`src/rtl/cv32e40p_con_mem_seq.sv`:
```
// OBI data-memory sequencer feeding/draining the MAC unit: tile reads, max-pool reads, 2x2 write-back.
// Optional stall counter enabled by defining CON_MEM_SEQ_PERF_EN.
module cv32e40p_con_mem_seq #(
   parameter int ADDR_W = 32,
   parameter int CNT_W  = 32
) (
   input  logic              clk,
   input  logic              rst_n,
   input  logic              con_active_i,
   input  logic              mp_ri_active_i,
   input  logic              wb23_active_i,
   input  logic              con_model_i,
   input  logic [15:0]       tile_len_i,
   input  logic [ADDR_W-1:0] base_addr_i,
   input  logic [ADDR_W-1:0] row_stride_i,
   input  logic [31:0]       mem_wdata_i,
   output logic [CNT_W-1:0]  con_data_cnt_o,
   output logic [31:0]       mem_rdata_o,
   output logic              busy_o,
`ifdef CON_MEM_SEQ_PERF_EN
   input  logic              stall_clr_i,
   output logic [31:0]       stall_cnt_o,
`endif
   output logic              data_req_o,
   input  logic              data_gnt_i,
   output logic [ADDR_W-1:0] data_addr_o,
   output logic              data_we_o,
   output logic [3:0]        data_be_o,
   output logic [31:0]       data_wdata_o,
   input  logic              data_rvalid_i,
   input  logic [31:0]       data_rdata_i
);

   typedef enum logic [2:0] {IDLE, REQ, WAIT, HOLD, DRAIN} state_t;
   typedef enum logic [1:0] {JOB_CON, JOB_MP, JOB_WB} job_t;

   state_t            state_reg, state_next;
   job_t              job_reg;
   logic              model_reg;
   logic [15:0]       total_reg, beat_reg;
   logic [ADDR_W-1:0] base_reg, stride_reg, row_off_reg;
   logic [1:0]        col_reg;
   logic [CNT_W-1:0]  cnt_reg;
   logic [31:0]       rdata_reg, wdata_reg;
   logic              wdata_held_reg;

   logic              own_active, start, beat_done, last_col, slide;
   logic [15:0]       beat_inc;
   logic [2:0]        col_word;
   logic [ADDR_W-1:0] addr_sum;

   always_comb begin
      own_active = 1'b0;
      case (job_reg)
         JOB_CON: own_active = con_active_i;
         JOB_MP:  own_active = mp_ri_active_i;
         default: own_active = wb23_active_i;
      endcase
   end

   // Row offset is accumulated per row instead of multiplying beat/cols by the stride.
   assign start     = con_active_i | mp_ri_active_i | wb23_active_i;
   assign slide     = (job_reg == JOB_CON) && model_reg;
   assign last_col  = (job_reg == JOB_CON && !model_reg) ? (col_reg == 2'd3) : (col_reg == 2'd1);
   assign col_word  = {1'b0, col_reg} + (slide ? 3'd2 : 3'd0);
   assign addr_sum  = base_reg + row_off_reg + ADDR_W'({col_word, 2'b00});
   assign beat_inc  = beat_reg + 16'd1;
   assign beat_done = (state_reg == WAIT) && data_rvalid_i && own_active;

   always_ff @(posedge clk or negedge rst_n) begin
      if (!rst_n) state_reg <= IDLE;
      else        state_reg <= state_next;
   end

   always_comb begin
      state_next = state_reg;
      case (state_reg)
         IDLE:  if (start) state_next = REQ;
         REQ: begin
            if (!own_active)     state_next = IDLE;
            else if (data_gnt_i) state_next = WAIT;
         end
         WAIT: begin
            if (data_rvalid_i) begin
               if (!own_active)              state_next = IDLE;
               else if (beat_inc < total_reg) state_next = REQ;
               else                           state_next = HOLD;
            end else if (!own_active) begin
               state_next = DRAIN;
            end
         end
         HOLD:  if (!own_active) state_next = IDLE;
         DRAIN: if (data_rvalid_i) state_next = IDLE;
         default: state_next = IDLE;
      endcase

      data_req_o   = (state_reg == REQ) && own_active;
      data_addr_o  = data_req_o ? (addr_sum & ~ADDR_W'(3)) : '0;
      data_we_o    = data_req_o && (job_reg == JOB_WB);
      data_be_o    = data_req_o ? 4'hF : 4'h0;
      // First REQ cycle forwards the MAC word directly; later stall cycles replay the captured copy.
      data_wdata_o = data_we_o ? (wdata_held_reg ? wdata_reg : mem_wdata_i) : 32'h0;
      busy_o       = (state_reg != IDLE);
   end

   always_ff @(posedge clk or negedge rst_n) begin
      if (!rst_n) begin
         job_reg        <= JOB_CON;
         model_reg      <= 1'b0;
         total_reg      <= '0;
         beat_reg       <= '0;
         base_reg       <= '0;
         stride_reg     <= '0;
         row_off_reg    <= '0;
         col_reg        <= '0;
         cnt_reg        <= '0;
         rdata_reg      <= '0;
         wdata_reg      <= '0;
         wdata_held_reg <= 1'b0;
      end else begin
         wdata_held_reg <= (state_reg == REQ) && (state_next == REQ);
         if (state_reg == REQ && !wdata_held_reg) wdata_reg <= mem_wdata_i;
         case (state_reg)
            IDLE: if (start) begin
               if (con_active_i) begin
                  job_reg   <= JOB_CON;
                  total_reg <= tile_len_i;
               end else if (mp_ri_active_i) begin
                  job_reg   <= JOB_MP;
                  total_reg <= 16'd4;
               end else begin
                  job_reg   <= JOB_WB;
                  total_reg <= 16'd4;
               end
               model_reg   <= con_model_i;
               base_reg    <= base_addr_i;
               stride_reg  <= row_stride_i;
               beat_reg    <= '0;
               col_reg     <= '0;
               row_off_reg <= '0;
               cnt_reg     <= '0;
            end
            WAIT: if (beat_done) begin
               beat_reg <= beat_inc;
               cnt_reg  <= CNT_W'(beat_inc);
               if (job_reg != JOB_WB) rdata_reg <= data_rdata_i;
               if (last_col) begin
                  col_reg     <= '0;
                  row_off_reg <= row_off_reg + stride_reg;
               end else begin
                  col_reg <= col_reg + 2'd1;
               end
            end
            HOLD: begin
               if (!own_active)
                  cnt_reg <= '0;
               else if (job_reg == JOB_MP && cnt_reg == CNT_W'(total_reg))
                  cnt_reg <= cnt_reg + CNT_W'(1);
            end
            default: ;
         endcase
      end
   end

   assign con_data_cnt_o = cnt_reg;
   assign mem_rdata_o    = rdata_reg;

`ifdef CON_MEM_SEQ_PERF_EN
   logic [31:0] stall_reg;
   logic        stall_evt;

   assign stall_evt = ((state_reg == REQ) && !data_gnt_i) || ((state_reg == WAIT) && !data_rvalid_i);

   always_ff @(posedge clk or negedge rst_n) begin
      if (!rst_n)                                   stall_reg <= '0;
      else if (stall_clr_i)                         stall_reg <= '0;
      else if (stall_evt && stall_reg != 32'hFFFF_FFFF) stall_reg <= stall_reg + 32'd1;
   end

   assign stall_cnt_o = stall_reg;
`endif

endmodule

```
`config.mk`:
```
export PLATFORM = sky130hd
export DESIGN_NAME = cv32e40p_con_mem_seq
export DESIGN_NICKNAME = d
export VERILOG_FILES = /design/src/rtl/cv32e40p_con_mem_seq.sv
export SDC_FILE = /design/constraint.sdc
export NUM_CORES = 1
export LEC_CHECK = 0
export ABC_CLOCK_PERIOD_IN_PS = 5700
export BUFFER_PORTS_ARGS = -buffer_cell sky130_fd_sc_hd__buf_2
export CORE_UTILIZATION = 40
export DETAILED_ROUTE_END_ITERATION = 6
export SLEW_MARGIN = 10
export SYNTH_ARGS = -nofsm -noshare
export SYNTH_HDL_FRONTEND = slang
export SYNTH_SLANG_ARGS = --single-unit
```
`constraint.sdc`:
```
create_clock -name clk -period 5.7 [get_ports clk]
set_input_delay 1.425 -clock clk [delete_from_list [all_inputs] [get_ports clk]]
set_output_delay 1.425 -clock clk [all_outputs]
set_load 0.05 [all_outputs]
```
## After elaboration in Yosys (flattened, before gate mapping)

Index checks and enable logic that the tools add are counted.

| storage, ports and cells | value |
|---|---|
| logic and storage cells | 94 |
| register bits | 233 |
| input bits | 152 |
| output and inout port bits | 135 |

| cells by class | value |
|---|---|
| reduce and logical (&&, ||, !) cells | 21 |
| add/subtract/negate cells | 7 |
| eq/ne operators | 15 |
| magnitude comparators | 1 |
| muxes and demuxes | 35 |
| bitwise logic cells | 2 |

Operators by type and width:

| cell | count |
|---|---|
| 32-bit 2-to-1 mux | 9 |
| 32-bit one-hot mux with 3 select lines | 1 |
| 32-bit adder | 2 |
| 32-bit one-hot mux with 2 select lines | 1 |
| 16-bit 2-to-1 mux | 3 |
| 32-bit by 1-bit adder with 32-bit output (second input constant) | 1 |
| 32-bit by 5-bit adder with 32-bit output | 1 |
| 32-bit by 16-bit == test with 1-bit output | 1 |
| 16-bit one-hot mux with 2 select lines | 1 |
| 3-bit 2-to-1 mux | 7 |
| 16-bit by 1-bit adder with 16-bit output (second input constant) | 1 |
| 16-bit less-than comparator | 1 |
| 2-bit 2-to-1 mux | 8 |
| 3-bit one-hot mux with 5 select lines | 1 |
| 1-bit logical AND | 9 |
| 2-bit inequality test (second input constant) | 4 |
| 4-bit AND reduction | 2 |
| 3-bit by 1-bit == test with 1-bit output (second input constant) | 2 |
| 3-bit by 2-bit == test with 1-bit output (second input constant) | 2 |
| 3-bit AND reduction | 2 |
| 3-bit nonzero test | 2 |
| 2-bit by 1-bit == test with 1-bit output (second input constant) | 2 |
| 2-bit == test (second input constant) | 2 |
| 4-bit 2-to-1 mux | 1 |
| 13 further kinds | 15 |

## Logic depth before layout (Yosys ltp)

Gate-level depths: netlist (run 1).

| logic depth | value |
|---|---|
| word-level depth | 8 |
| gate-level depth with buffers | 15 |
| gate-level depth less buffers | 15 |

## Worst setup path after synthesis (run 1)

Ideal clock, no wire load.

| timing | value |
|---|---|
| path kind | register to output |
| from | register job_reg[0] |
| to | output data_addr_o[28] |
| path slack | 0.304 ns |
| data arrival time | 3.971 ns |
| required time | 4.275 ns |
| cell stages (with the launch flop) | 15 |
| buffers on the path | 0 |
| cell sequence | dfrtp_1 nor3b_1 ha_1 inv_1 fa_1 inv_1 ha_1 a21oi_1 o21bai_1 nand4_1 nand2_1 a221oi_1 nor3_1 o21ai_0 nor3b_1 |

| between the ends | value |
|---|---|
| cells in the longest elaborated chain, start to end | 6 |
| elaborated cells between the ends (all ways) | 9 |
| those cells by class | add/sub (2); eq/ne (1); mux (3); reduce/logical (3) |

Ends and longest elaborated chain:

| item | RTL line | RTL |
|---|---|---|
| start: declaration | 38 | `job_t job_reg;` |
| start signal: assignment | 108 | `job_reg <= JOB_CON;` |
| start signal: assignment | 126 | `job_reg <= JOB_CON;` |
| start signal: assignment | 129 | `job_reg <= JOB_MP;` |
| 2-bit zero test | 54, 63 |  |
| 1-bit logical AND | 63 | `assign slide = (job_reg == JOB_CON) && model_reg;` |
| 2-bit 2-to-1 mux | 65 | `assign col_word = {1'b0, col_reg} + (slide ? 3'd2 : 3'd0);` |
| 2-bit by 2-bit adder with 3-bit output | 65 |  |
| 32-bit by 5-bit adder with 32-bit output | 66 | `assign addr_sum = base_reg + row_off_reg + ADDR_W'({col_word, 2'b00});` |
| 32-bit 2-to-1 mux * | 98 | `data_addr_o = data_req_o ? (addr_sum & ~ADDR_W'(3)) : '0;` |
| end: declaration | 26 | `output logic [ADDR_W-1:0] data_addr_o,` |

Mark *: on every way between the ends. The rest lies on a longest branch, timed or not.

## Final worst setup path (run 1)

| timing | value |
|---|---|
| from | register model_reg |
| to | output data_addr_o[27] |

| between the ends | value |
|---|---|
| cells in the longest elaborated chain, start to end | 5 |

Ends and longest elaborated chain:

| item | RTL line | RTL |
|---|---|---|
| start: declaration | 39 | `logic model_reg;` |
| start signal: assignment | 135 | `model_reg <= con_model_i;` |
| 1-bit logical AND | 63 |  |
| 2-bit 2-to-1 mux | 65 |  |
| 2-bit by 2-bit adder with 3-bit output | 65 |  |
| 32-bit by 5-bit adder with 32-bit output | 66 |  |
| 32-bit 2-to-1 mux | 98 |  |

No other way between the ends.

==> flow_summary.toml, run 1 <==
[yosys]
yosys-top-cells-count = "296 x nand2_1, 233 x dfrtp_1, 109 x nor2_1, 105 x ha_1, 103 x o21ai_0"
syn_inst = 1563
yosysMostFrequentCell = "nand2_1"
async_flop_share = 1.000
yosysTopAreaCellShare = 0.4086
yosys-top-cells-area = "dfrtp_1 41%, ha_1 9.2%, nand2_1 7.8%"
synth_cell_types = 79
ys_seq_area_frac = 0.4086
yosys_warnings = 0
synthFlopType = "dfrtp_1"
synth_seq_cells = 233
syn_area_per_cell_um2 = 9.129
synth_area_leader_cell = "dfrtp_1"
synth_area_um2 = 14270
synth_edf_count = 0

[floorplanning]
die_h_um = 190.9
num_rows = 68
design.core.area_um2 = 34800
die_area_um2 = 36430
ioPinCount = 287
initial_core_util = 0.4100
dieWidth_um = 190.9

[finish]
final_core_util = 0.5005
drive_gt1_frac = 0.2481
finalInstanceArea_um2 = 17420
fin_nets = 2094
nFillCells = 3312
syn2layout_area_growth_pct = 22.06

[detailed_routing]
avgViaCountPerCell = 5.312
wl_um = 39000
drt_first_pass_iters = 5
dr.first_iter.drc_count = 522
wl_per_cell_um = 16.87
drc = 0
ant_nets = 0
vias = 12280

[clocking]
cts.clk_slew.worst_paths_ns = 0.06
numClockSinks = 233
cts_buffer_depth = 3
root_buffer = "clkbuf_16"
clk-insertion-delay-late_ns = 0.55
htreeDepth = 1
cts_tree = "yes"
cts_hold_buffers = 0
numCtsBuffers = 28

[timing]
whs_ns = 0.4841
max_slew_margin = 0.2166
fin_crit_sh = 0.9718
clock.fmax_ghz = 0.1805
fin_tns_setup_ns = 0
tightest_slew_ns = 1.172
hold_viol = 0
setup_viol = 0
period_needed_ns = 5.539
rsz0062_at_grt = "yes"
drv_slew = 0
finClkSkew_ns = 0.01316

[global_route]
grt_first_pass_wirelength_um = 62000
grt_overflow = 0
grt_antenna_before_repair = 2
track_usage = 0.2093
grt_pass1_vias = 12080
grt_max_degree = 123

[setup_path]
critPathKind = "reg2out"
start_kind = "flip-flop"
crit_path_max_fanout = 4
crit_top_cell = "inv_1"
crit_family = "compound AO/OA/AOI/OAI gates"
crit_path_end_kind = "primary output"
critPathArrivalTime_ns = 4.11
cp.buffers_inverters = 4
path_cells = "nor3b_2 > ha_1 > inv_1 > fa_1 > inv_1 > ha_4 > nor2b_4 > o21a_1 > o21ai_4 > a31oi_4 > o2111ai_4 > a21oi_4 > buf_6 > nor3_2 > a311o_1 > a21oi_1 > buf_4"
critPathSlowestCell = "fa_1"
worstPathRequired_ns = 4.28
slowest_delay_ns = 0.47

[power]
ir_drop_mv = 0.3421
p_per_area_nw_per_um2 = 535.5
power.total_mw = 9.327
leakagePower_nw = 8.884

[placement]
dp_hpwl_um = 28690
portBuffers = 284
place.gp.congestion = 0.9167
placed_cell_area_um2 = 16200

[run]
drv_cap = 0

[run_status]
status = "complete, no violations"

[hold_path]
min_path_type = "reg2reg"
-- final timing paths --
check                                from           endpoint  slack [ns]  cells past startpoint
max                             model_reg    data_addr_o[27]        0.16                     17
min                           base_reg[6]        base_reg[6]        0.48                      2
max reg2reg                row_off_reg[0]    row_off_reg[18]        2.23                     11
min reg2reg                   base_reg[6]        base_reg[6]        0.48                      2
max in group asynchronous           rst_n       base_reg[17]        3.48                      2
min in group asynchronous           rst_n  con_data_cnt_o[4]        0.95                      1
-- cells in the final DEF, fill, tap and decap left out, drive strengths merged, types with 7 or more instances in the layout --
cell    synthesis  routed
or3            11      11
xor2           43      43
clkbuf         59      35
nand2b          7       7
dfrtp         233     233
nand3          49      49
buf            11     306
ha            105     105
nor2          109     109
nor2b          11      11
nand4          10      10
o21a           17      17
inv            55      55
a211oi          7       7
a21oi          64      64
nand2         296     296
nor4           14      14
bufinv          0       8
nor3           34      34
a21o           30      30
a31oi          17      17
mux2i          33      33
and3           21      21
mux2           64      64
xnor2          37      37
o21ai         110     110
o31ai           7       7
clkinv          0      10
-- through the flow --
step | setup slack, ns | cells
2_1_floorplan | 0.3040 | 1564
6_report | 0.1607 | 2311
3_3_place_gp | 0.1820 | 2256
3_5_place_dp | 0.1332 | 2256
5_1_grt | -0.03490 | 2311
4_1_cts | 0.03088 | 2308
-- layout make-up --
type,count,area [um^2],share of cell area
multi-input combinational,1206,8093,0.4647
sequential,233,5832,0.3348
timing repair buffer,308,1642,0.09425
clock buffer,33,749.5,0.04303
tap,455,569.3,0.03269
clock inverter,19,320.3,0.01839
inverter,55,206.4,0.01185
antenna,2,5.005,0.0002874
-- metal layers --
layer  routed length (um)  vias up  GRT usage
met2                18130      306     0.3441
met1                18290     5870     0.2926
met4                  731        0    0.05415
li1                     -     6053          -
met5                    0        -          0
met3                 1848       46    0.02172
-- what timing repair did --
| item | 4_1_cts | 5_1_grt |
|---|---|---|
| buffers inserted | 0 | 1 |
| cloned | 0 | 0 |
| resized for setup | 17 | 13 |
| pin swaps | 4 | 5 |
| setup endpoints to repair | 6 | 10 |
-- where the power goes --
group / internal, mW / total (mW) / switching, mW
clock: 1.31 / 2.05 / 0.746
combinational: 1.59 / 4.64 / 3.05
sequential: 2.22 / 2.63 / 0.407
total: 5.12 / 9.33 / 4.21
-- worst min-delay path: stages (launching register included) --
cell and delay (ns):
dfrtp_1 0.35, nand2_1 0.05, nand2_1 0.05
-- cell families (layout without fill, tap and decap cells) --
| kind of cell | count (synthesis) | in the layout | synth area share |
|---|---|---|---|
| AOI/OAI and AO/OA | 324 | 324 | 0.1483 |
| xor gates and xnor gates | 80 | 80 | 0.04911 |
| adders and majority gates | 110 | 110 | 0.09909 |
| buffers and inverters | 125 | 415 | 0.03464 |
| DFF | 233 | 233 | 0.4086 |
| muxes | 97 | 97 | 0.07366 |
| other | 1 | 4 | 0.0002628 |
| and+or+nand+nor | 593 | 593 | 0.1863 |
Note: power is estimated with default switching activity, not from simulation.
==> inputs of run 2 (changes only) <==
--- a/config.mk
+++ b/config.mk
@@ -6,7 +6,7 @@
 export NUM_CORES = 1
 export LEC_CHECK = 0
 export ABC_CLOCK_PERIOD_IN_PS = 5700
-export BUFFER_PORTS_ARGS = -buffer_cell sky130_fd_sc_hd__buf_2
+export BUFFER_PORTS_ARGS = -buffer_cell sky130_fd_sc_hd__clkbuf_2
 export CORE_UTILIZATION = 40
 export DETAILED_ROUTE_END_ITERATION = 6
 export SLEW_MARGIN = 10
==> run 2 against run 1 <==
Die area did not move. Non-clock buffer count is the same. Clock power decreased by 11%. Sequential power hardly changed. First-iteration DRC count up 24%. Maximum frequency shrank 0.82%. Cell count decreased by 0.22%. Clock skew grew 0.0064 ns. Count of clock-buffer cells in the layout increased by 5.
==> flow_summary.toml, run 2 (synthesis results as in run 1) <==
[power]
p_per_area_nw_per_um2 = 526.0
leakagePower_nw = 8.809
ir_drop_mv = 0.3030

[setup_path]
reg2reg_slack_ns = 2.21
crit_path_end_kind = "primary output"
start_kind = "flip-flop"
regToRegStartpoint = "row_off_reg[0]"
slowest_delay_ns = 0.49
critPathSlowestCell = "fa_1"
worstRegToRegCells = 11
crit_end = "data_addr_o[29]"
path_cells = "nor3b_1 > ha_1 > inv_1 > fa_1 > inv_2 > ha_4 > nor2b_4 > o21a_1 > o21ai_2 > a31oi_2 > o2111ai_2 > a21oi_4 > buf_6 > o21ai_2 > a2111o_1 > nand3_2 > buf_12"
r2r_end = "row_off_reg[18]"
crit_start = "model_reg"
crit_path_max_fanout = 4
crit_top_cell = "o21ai_2"
critPathKind = "reg2out"
worstPathRequired_ns = 4.28
critPathArrivalTime_ns = 4.16

[global_route]
grt_max_degree = 119
grt_pass1_vias = 11950
use_met2 = 0.3470
met3_usage = 0.02190
track_usage = 0.2136
grt_busiest_layer = "met2"
grt_overflow = 0
grt_antenna_before_repair = 0
grt_first_pass_wirelength_um = 63000
met1_usage = 0.3048

[finish]
syn2layout_area_growth_pct = 22.46
finalNonFillerCells = 2306
fin_nets = 2093
multi_input_area_um2 = 8093
drive_gt1_frac = 0.2474
final_cell_mix = "296 x nand2_1, 267 x clkbuf_2, 232 x dfrtp_1, 106 x nor2_1, 104 x ha_1"
diodes = 0
nFillCells = 3313
ff_latch_area_um2 = 5832
final_common_cell = "nand2_1"
finalInstanceArea_um2 = 17470

[timing]
hold_viol = 0
tightest_slew_ns = 1.086
finClkSkew_ns = 0.01955
rsz0062_at_grt = "yes"
fin_tns_setup_ns = 0
clock.fmax_ghz = 0.1791
fin_crit_sh = 0.9798
drv_slew = 0
max_slew_margin = 0.2763
period_needed_ns = 5.585
setup_ws_ns = 0.1150
setup_viol = 0
whs_ns = 0.4799

[floorplanning]
die_h_um = 190.9
initial_core_util = 0.4100
die_area_um2 = 36430
ioPinCount = 287
num_rows = 68
dieWidth_um = 190.9
design.core.area_um2 = 34800

[clocking]
cts.clk_slew.worst_paths_ns = 0.05
htreeDepth = 1
root_buffer = "clkbuf_16"
numCtsBuffers = 27
cts_buffer_depth = 3
cts_tree = "yes"
clk-insertion-delay-late_ns = 0.54
numClockSinks = 233
cts_hold_buffers = 0

[placement]
dp_hpwl_um = 28520
placed_cell_area_um2 = 16380
place.gp.congestion = 0.9209
portBuffers = 284
placedCellCount = 2253
dpl_worst_slack_ns = 0.1838

[hold_path]
min_path_type = "reg2reg"
min_path_cells = 2

[detailed_routing]
drc = 0
wl_per_cell_um = 16.81
dr.first_iter.drc_count = 647
wl_um = 38770
ant_nets = 0
drt_first_pass_iters = 5
vias = 12270
avgViaCountPerCell = 5.321

[run]
drv_cap = 0

[run_status]
status = "complete, no violations"
-- run 2: cell count changes in the layout (fill, tap and decap cells not counted), sizes merged --
cell	before	now
inv	55	57
bufinv	8	4
diode	2	0
buf	306	40
clkbuf	35	306
clkinv	10	4
-- run 2: metrics by stage --
stage / util / total power, mW
global route: 0.5021 / 9.879
floorplan: - / 6.029
detailed placement: 0.4708 / 7.315
global placement: 0.4708 / 7.233
finish: 0.5021 / 9.191
CTS: 0.4998 / 9.225
-- run 2: worst max-delay path, delay by kind of cell, from the launching register on --
kind                     cells  cell delay (ns)
AO/OA/AOI/OAI                7             1.45
adder cells (fa/ha/maj)      3             1.04
buffers and inverters        4             0.38
flip-flops                   1             0.37
AND/OR/NAND/NOR              3             0.39
-- run 2: worst min path at each step --
stage	from	end	slack, ns
4_1_cts	base_reg[20]	base_reg[20]	0.48
3_5_place_dp	base_reg[24]	base_reg[24]	0.47
2_1_floorplan	base_reg[10]	base_reg[10]	0.45
5_1_grt	base_reg[13]	base_reg[13]	0.50
3_3_place_gp	base_reg[21]	base_reg[21]	0.46
6_report	base_reg[20]	base_reg[20]	0.48
-- run 2: area by class of cell --
type | count | share of cell area
clock inverter | 11 | 0.009452
sequential | 233 | 0.3338
inverter | 55 | 0.01182
multi-input combinational | 1206 | 0.4632
timing repair buffer | 308 | 0.1048
clock buffer | 38 | 0.04447
tap | 455 | 0.03258
-- run 2: where the power goes --
part | leakage (nW) | switching, mW | internal, mW
Clock | 0.463 | 0.702 | 1.13
Combinational | 5.33 | 3.07 | 1.66
Sequential | 3.02 | 0.404 | 2.22
-- run 2: metal layers --
layer	vias to the layer above	wire length [um]
met5	-	0
met4	0	690
met3	49	1682
met2	302	18140
met1	5876	18260
li1	6043	-
-- run 2: repair_timing --
| action | in CTS | in global routing |
|---|---|---|
| endpoints found under the setup margin | 5 | 8 |
| pin swaps | 5 | 11 |
| buffers inserted | 2 | 2 |
| gates resized for setup | 10 | 20 |
==> inputs of run 3 (changes only) <==
--- a/config.mk
+++ b/config.mk
@@ -5,7 +5,7 @@
 export SDC_FILE = /design/constraint.sdc
 export NUM_CORES = 1
 export LEC_CHECK = 0
-export ABC_CLOCK_PERIOD_IN_PS = 5700
+export ABC_CLOCK_PERIOD_IN_PS = 6000
 export BUFFER_PORTS_ARGS = -buffer_cell sky130_fd_sc_hd__clkbuf_2
 export CORE_UTILIZATION = 40
 export DETAILED_ROUTE_END_ITERATION = 6
==> constraint.sdc (replaced) <==
create_clock -name clk -period 6 [get_ports clk]
set_input_delay 1.5 -clock clk [delete_from_list [all_inputs] [get_ports clk]]
set_output_delay 1.5 -clock clk [all_outputs]
set_load 0.05 [all_outputs]
==> run 3 against run 2 <==
Flip-flop and latch count unchanged. Setup slack gained 0.068 ns. Non-clock buffer count decreased by 4. Wire length shrank 0.53%. Sequential share of layout area is 0.30 points higher. Critical path type unchanged. Highest routed layer unchanged.
==> flow_summary.toml, run 3 (synthesis results as in run 1) <==
[detailed_routing]
dr.first_iter.drc_count = 653
drc = 0
avgViaCountPerCell = 5.311
wl_per_cell_um = 16.76
drt_first_pass_iters = 5
vias = 12220
ant_nets = 0
wl_um = 38560

[global_route]
grt_antenna_before_repair = 0
track_usage = 0.2079
grt_max_degree = 101
grt_pass1_vias = 11770
grt_first_pass_wirelength_um = 61240
grt_overflow = 0

[timing]
period_needed_ns = 5.817
fin_crit_sh = 0.9695
tightest_slew_ns = 1.061
setup_viol = 0
max_slew_margin = 0.2899
hold_viol = 0
finClkSkew_ns = 0.01061
clock.fmax_ghz = 0.1719
drv_slew = 0

[setup_path]
path_cells = "nor3b_2 > ha_1 > inv_1 > fa_1 > inv_1 > ha_1 > nor2b_4 > o21a_1 > o21ai_2 > a31oi_4 > o2111ai_2 > a21oi_2 > nor4_1 > or4b_2 > nand3_2 > buf_12"
slowest_delay_ns = 0.65
cp.buffers_inverters = 3
worstPathRequired_ns = 4.50
critPathArrivalTime_ns = 4.32
crit_family = "simple AND/OR/NAND/NOR gates"
crit_path_max_fanout = 5
critPathSlowestCell = "or4b_2"
crit_path_end_kind = "primary output"
start_kind = "flip-flop"
critPathKind = "reg2out"

[floorplanning]
num_rows = 68
initial_core_util = 0.4100
design.core.area_um2 = 34800
die_area_um2 = 36430
dieWidth_um = 190.9
die_h_um = 190.9
ioPinCount = 287

[finish]
final_common_cell = "nand2_1"
final_cell_mix = "296 x nand2_1, 271 x clkbuf_2, 232 x dfrtp_1, 106 x nor2_1, 105 x ha_1"
diodes = 0
syn2layout_area_growth_pct = 21.38
fin_nets = 2090
final_core_util = 0.4977
finalNonFillerCells = 2301
drive_gt1_frac = 0.2400
nFillCells = 3272
finalInstanceArea_um2 = 17320

[clocking]
cts_tree = "yes"
root_buffer = "clkbuf_16"
numCtsBuffers = 28
clk-insertion-delay-late_ns = 0.54
cts_buffer_depth = 3
numClockSinks = 233
htreeDepth = 1
cts.clk_slew.worst_paths_ns = 0.06
cts_hold_buffers = 0
post_cts_buffers = 0

[placement]
dp_hpwl_um = 28490
placed_cell_area_um2 = 16370
place.gp.congestion = 0.9353
placedCellCount = 2253
portBuffers = 284

[power]
p_per_area_nw_per_um2 = 497.1
leakagePower_nw = 8.757
ir_drop_mv = 0.2943

[run_status]
status = "complete, no violations"

[run]
drv_cap = 0

[hold_path]
min_path_type = "reg2reg"
run 3: cell count changes in the layout (fill, tap and decap cells not counted), sizes merged:
cell / change
bufinv: -2
inv: -2
buf: -7
clkinv: +2
clkinvlp: -1
clkbuf: +5
run 3: report_power, final:
| group | switching [mW] | internal (mW) |
|---|---|---|
| logic | 2.89 | 1.53 |
| registers | 0.395 | 2.11 |
| clock network | 0.663 | 1.02 |
| total | 3.95 | 4.66 |
run 3: worst min-delay path: stages (launching register included):
cell     delay, ns
dfrtp_1       0.34
nand2_1       0.05
nand2_1       0.06
run 3: stage by stage:
step	power, mW	TNS, ns	setup slack, ns	hold WS, ns
after CTS	8.668	0	0.002330	0.4832
after global placement	6.858	0	0.4628	0.4639
after floorplan	5.728	0	0.5290	0.4523
after global routing	9.218	-0.001164	-0.001164	0.5002
final	8.609	0	0.1830	0.4805
after detailed placement	6.933	0	0.4323	0.4695
run 3: timing repair:
action | 4_1_cts | 5_1_grt
setup endpoints to repair | 3 | 5
gates resized for setup | 3 | 7
pin swaps | 2 | 4
run 3: area by class of cell:
type                    count  area (um^2)  area share
clock buffers              40        817.0     0.04718
clock inverters             8        90.09    0.005202
inverters                  55        206.4     0.01192
multi-input cells        1206         8030      0.4637
flip-flops and latches    233         5832      0.3367
well taps                 455        569.3     0.03287
repair buffers            304         1774      0.1024
run 3: worst paths after layout:
| kind | startpoint | end | slack (ns) | cells after the start |
|---|---|---|---|---|
| hold / removal | base_reg[17] | base_reg[17] | 0.48 | 2 |
| hold reg to reg | base_reg[17] | base_reg[17] | 0.48 | 2 |
| setup reg to reg | row_off_reg[0] | row_off_reg[18] | 2.51 | 11 |
| setup / recovery | model_reg | data_addr_o[31] | 0.18 | 16 |
| min in group asynchronous | rst_n | total_reg[0] | 0.95 | 1 |
| max in group asynchronous | rst_n | wdata_held_reg | 3.87 | 2 |
run 3: layer usage:
| layer | GRT usage | up-vias | share of wire | wire [um] |
|---|---|---|---|---|
| li1 | - | 6026 | - | - |
| met5 | 0 | - | 0 | 0 |
| met1 | 0.2933 | 5851 | 0.47 | 18050 |
| met4 | 0.05077 | 0 | 0.019 | 727 |
| met3 | 0.02448 | 57 | 0.047 | 1808 |
| met2 | 0.3377 | 286 | 0.47 | 17980 |
